===== src/rtl/ifetch_unit.sv =====
// ---------------------------------------------------------------------------
// ifetch_unit
//
// Instruction fetch stage of the MIPS core. Owns the program counter, drives
// the word address and read strobe of a 64 x 32-bit combinational-read
// instruction memory, and captures the returned word into the IF/ID pipeline
// register. Handles hazard stalls and branch/jump redirects; each redirect
// inserts one bubble into IF/ID.
//
// Optional feature macro: IFETCH_FAULT_EN
//   defined   : any fetch with pc[31:2] >= IMEM_WORDS sets a sticky fault
//               that freezes the PC, feeds bubbles into IF/ID and gates the
//               read strobe until reset.
//   undefined : no range check; addresses alias through pc[9:2] and
//               fetch_fault is tied to 0.
//
// Parameters:
//   RESET_PC    byte address loaded into the PC on reset
//   IMEM_WORDS  instruction memory depth in words (fault range check)
//
// Ports:
//   clk, rst_n       clock, asynchronous active-low reset
//   stall            hazard-unit hold request (PC and IF/ID freeze)
//   branch_taken     EX-stage branch resolved taken
//   branch_target    branch byte address (low 2 bits ignored)
//   jump             ID-stage J/JAL decoded
//   jump_index       instruction[25:0] of the jump
//   imem_addr        word address to instruction memory (pc[9:2])
//   imem_read        read strobe to instruction memory
//   imem_data        instruction word returned by memory
//   if_id_instr      captured instruction (0 = NOP / bubble)
//   if_id_pc_plus4   PC+4 of the captured instruction
//   if_id_valid      IF/ID holds a real instruction
//   fetch_count      number of valid instructions loaded into IF/ID
//   fetch_fault      sticky out-of-range fetch flag
// ---------------------------------------------------------------------------
module ifetch_unit #(
  parameter logic [31:0] RESET_PC   = 32'h0000_0000,
  parameter int          IMEM_WORDS = 64
) (
  input  logic        clk,
  input  logic        rst_n,
  input  logic        stall,
  input  logic        branch_taken,
  input  logic [31:0] branch_target,
  input  logic        jump,
  input  logic [25:0] jump_index,
  output logic [7:0]  imem_addr,
  output logic        imem_read,
  input  logic [31:0] imem_data,
  output logic [31:0] if_id_instr,
  output logic [31:0] if_id_pc_plus4,
  output logic        if_id_valid,
  output logic [31:0] fetch_count,
  output logic        fetch_fault
);

  localparam logic [29:0] IMEM_WORDS_W = 30'(IMEM_WORDS);

  logic [31:0] pc;
  logic [31:0] pc_plus4;
  logic        run_q;
  logic        fault_q;
  logic        range_hit;

  assign pc_plus4  = pc + 32'd4;
  assign imem_addr = pc[9:2];
  assign imem_read = run_q & ~stall & ~fault_q;

`ifdef IFETCH_FAULT_EN
  // A fetch beyond the memory is caught on the edge it would have been
  // captured, so the faulting word never reaches IF/ID.
  assign range_hit = run_q && (pc[31:2] >= IMEM_WORDS_W);

  always_ff @(posedge clk or negedge rst_n) begin
    if (!rst_n) begin
      fault_q <= 1'b0;
    end else if (range_hit) begin
      fault_q <= 1'b1;
    end
  end
`else
  assign range_hit = 1'b0;
  assign fault_q   = 1'b0;
`endif

  assign fetch_fault = fault_q;

  // The branch target's low bits are forced to zero; the depth constant is
  // only consumed by the optional range check.
  logic unused_cfg;
  assign unused_cfg = ^{IMEM_WORDS_W, branch_target[1:0]};

  // NOTE: all state below uses non-blocking assignments so every register
  // samples the pre-edge values of its peers (e.g. the jump uses the old
  // if_id_pc_plus4 while IF/ID is being overwritten in the same edge).
  always_ff @(posedge clk or negedge rst_n) begin
    if (!rst_n) begin
      pc             <= RESET_PC;
      run_q          <= 1'b0;
      if_id_instr    <= 32'h0000_0000;
      if_id_pc_plus4 <= 32'h0000_0000;
      if_id_valid    <= 1'b0;
      fetch_count    <= 32'h0000_0000;
    end else if (!run_q) begin
      // First edge after reset release only arms the fetch engine.
      run_q <= 1'b1;
    end else if (fault_q || range_hit) begin
      // Fault beats redirect: PC frozen, bubbles fed downstream.
      if_id_instr <= 32'h0000_0000;
      if_id_valid <= 1'b0;
    end else if (branch_taken) begin
      pc          <= {branch_target[31:2], 2'b00};
      if_id_instr <= 32'h0000_0000;
      if_id_valid <= 1'b0;
    end else if (jump) begin
      pc          <= {if_id_pc_plus4[31:28], jump_index, 2'b00};
      if_id_instr <= 32'h0000_0000;
      if_id_valid <= 1'b0;
    end else if (!stall) begin
      pc             <= pc_plus4;
      if_id_instr    <= imem_data;
      if_id_pc_plus4 <= pc_plus4;
      if_id_valid    <= 1'b1;
      fetch_count    <= fetch_count + 32'd1;
    end
  end

endmodule

===== config.mk =====
export PLATFORM = sky130hd
export DESIGN_NAME = ifetch_unit
export DESIGN_NICKNAME = d
export VERILOG_FILES = /design/src/rtl/ifetch_unit.sv
export SDC_FILE = /design/constraint.sdc
export NUM_CORES = 1
export LEC_CHECK = 0
export CORE_ASPECT_RATIO = 0.9
export CORE_MARGIN = 2
export CORE_UTILIZATION = 50
export DETAILED_ROUTE_END_ITERATION = 6
export GPL_TIMING_DRIVEN = 0
export PLACE_DENSITY = 0.86
export RECOVER_POWER = 25
export SLEW_MARGIN = 20
export SYNTH_ARGS = -nofsm -noshare
export SYNTH_HDL_FRONTEND = slang
export SYNTH_SLANG_ARGS = --single-unit

===== constraint.sdc =====
create_clock -name clk -period 5.6 [get_ports clk]
set_input_delay 1.68 -clock clk [delete_from_list [all_inputs] [get_ports clk]]
set_output_delay 1.68 -clock clk [all_outputs]
set_load 0.1 [all_outputs]

==> qor.txt <==
Clk_lat worst skew: 0.41 ns
Distinct cells, synth: 56
Startpoint Class: input pin
Synth async-reset ratio: 100%
Share of layout cells above drive strength 1: 7.65%
EDFF count, synth: 0
Critical path class: in2out
CORE AREA: 11900 um^2
Vias post-DR: 5734
Fin nets: 908
Final period utilization: 98.1%
H-tree levels: 4
DIE HEIGHT: 108 um
Max clock buf depth: 2
Final HPWL DP: 13800 um
Finished Cell Area: 8830 um^2
Worst Setup End Kind: primary output
Leakage power: 3.78 nW
Top Metal Used: met4
Achievable frequency: 0.182 GHz
Root Buffer: clkbuf_16
Ports: 202
Failing checks: capacitance limit, slew limit
Unrepaired setup endpoints after global routing: no
Post-Route WL: 19000 um
Vias in the first global route: 5804
Post-synth top area share: 52.1%
Placement Rows: 38
Post-synth top area cell: dfrtp_1
Met2 Routed Length: 9030 um
Total iterations of the first detailed-routing run: 6
Placed Cells: 952
Crit path max fanout: 4
WL per Instance: 19.4 um
Antenna violations before repair: 0
Area grow syn2layout: 46.1%
CTS tree: built
Status: finished with violations
DR iter-0 viols: 546
Final non-filler cell total: 983
CTS clk-pin slew, worst paths: 0.05 ns
Diode count: 0
Die X: 120 um
Ys flop type: dfrtp_1
M1 wire length: 7740 um
Synth Instances: 593
Synth Area in XOR/XNOR: 8.40%
Count of pins over their slew limit: 70
Die ar.: 13000 um^2
Clk sinks: 126
PortBufs: 196
Worst slew margin: -149%
Cts hold-fix bufs: 0
Worst Path Required: 3.92 ns
Final worst path period need: 5.49 ns
Adder-cell share of the synthesized area: 0.414%
Worst vdd ir: 261 uV
All-Layer GR Usage: 30.2%
Max Cap Viol: 1
Mux contribution to synthesized area: 0.165%
Commonest cells after routing, fill and taps aside: clkdlybuf4s50_1, dfrtp_1, nand2_1
Simple-gate share of the synthesized area: 16.3%
Total power: 3.40 mW
Final Hold Viols: 0
WP data arrival: 3.81 ns
Main combinational cell family by area after synthesis: compound AO/OA/AOI/OAI gates
# resized after CTS: 0
Synth Register Bits: 126
Global placer's final weighted congestion: 0.965
Vias per cell: 5.83
Commonest non-fill, non-tap cell in the layout: clkdlybuf4s50_1
Power per cell area: 384 nW/um^2
Seq/Total Area, Yosys: 52.1%
Largest net degree at the start of global routing: 71
Total grt overflow: 0
Syn Area/Cell: 10.2 um^2
Worst clock skew: 0.00770 ns
Number of buffers created by CTS: 17
Synthesized cell area: 6050 um^2
Met3 wire length: 1510 um
Post-CTS setup buffer count: 0
First-pass GRT wire length: 30100 um
Post-route ant nets: 0
Type of the tightest min-delay check: reg2reg
Top post-synthesis cells by area: dfrtp_1, a22o_1, xnor2_1, nand2_1, xor2_1
Compound-Gate Fraction of Synth Area: 18.5%
Ys Warns: 0
Finish-stage setup viols: 0
Initial Utilization: 50.7%
# DRC: 0
Dpl cell area: 8250 um^2
Slew @ Worst Pin: 3.74 ns
## cell type report
cell class,instances,area [um^2]
clock buffer,25,515
tap,160,200
fill,841,3100
sequential,126,3150
multi-input combinational,419,2660
inverter,4,15.0
buffer,46,226
timing repair buffer,197,1980
clock inverter,6,80.1
## worst max-delay path, cell delays in order
cell	delay, ns
clkdlybuf4s50_1	0.55
nor2b_1	0.37
clkdlybuf4s50_1	1.21
## through the flow
step           hold slack [ns]  utilization (%)  TNS, ns  worst slack, ns
2_1_floorplan            0.497                -        0            0.841
3_3_place_gp             0.460             68.9  -242.41            -1.93
3_5_place_dp             0.469             69.1        0            0.119
4_1_cts                  0.482             74.1        0            0.107
5_1_grt                  0.492             74.0        0           0.0816
6_report                 0.477             74.0        0            0.106
## state kept, by name, summed over array words and instances (netlist names)
signal	count
if_id_instr	32
pc	30
fetch_count	32
if_id_valid	1
if_id_pc_plus4	30
run_q	1
## report_power, final
part / switching [mW] / internal (mW) / leakage, nW / total [mW]
clock: 0.384 / 0.721 / 0.299 / 1.10
sequential: 0.107 / 1.02 / 1.63 / 1.13
combinational: 0.853 / 0.313 / 1.84 / 1.17
## worst paths after layout
check / startpoint / depth (start not counted) / slack, ns / to
max in group asynchronous: rst_n / 1 / 0.92 / fetch_count[25]$_DFFE_PN0P_
setup / recovery: stall / 3 / 0.11 / imem_read
min in group asynchronous: rst_n / 1 / 2.55 / if_id_pc_plus4[8]$_DFFE_PN0P_
setup reg to reg: pc[2]$_DFFE_PN0P_ / 6 / 3.10 / if_id_pc_plus4[30]$_DFFE_PN0P_
hold / removal: fetch_count[31]$_DFFE_PN0P_ / 1 / 0.48 / fetch_count[31]$_DFFE_PN0P_
hold reg to reg: fetch_count[31]$_DFFE_PN0P_ / 1 / 0.48 / fetch_count[31]$_DFFE_PN0P_
## layer usage
metal / GRT usage [%] / vias to the layer above
li1: - / 2580
met1: 38.6 / 2786
met2: 47.2 / 304
met3: 8.07 / 64
met4: 16.0 / 0
met5: 0 / -
## synthesized netlist by cell type (2+ instances only)
cell       count
a22oi_1        5
a311o_1        2
a21oi_1       34
buf_1          3
o21ai_1        4
nand2_1       63
o311ai_0       2
o21bai_1       2
a2bb2oi_1      4
o21ai_0       39
a31o_2         4
clkbuf_1      22
and4_1         6
and2_1         4
dfrtp_1      126
a211oi_1       3
nand3_1       30
and3_1        21
inv_1          4
buf_2          9
o22ai_1        2
buf_4         11
nor2b_1        2
xnor2_1       32
nor2_1        31
nor3_1         8
conb_1         2
xor2_1        26
a22o_1        35
a211o_1        3
o211ai_1       4
a221oi_1       7
nand4_1       17
nor3_2         2
ha_1           2
o311ai_1       2
## cells by family after synthesis
kind of cell / count (synthesis)
simple gates: 192
compound gates: 162
flops: 126
xor+xnor: 58
buf+inv: 50
fa+ha+maj: 2
other cells: 2
mux: 1
Power figures use the tool's default switching activity.
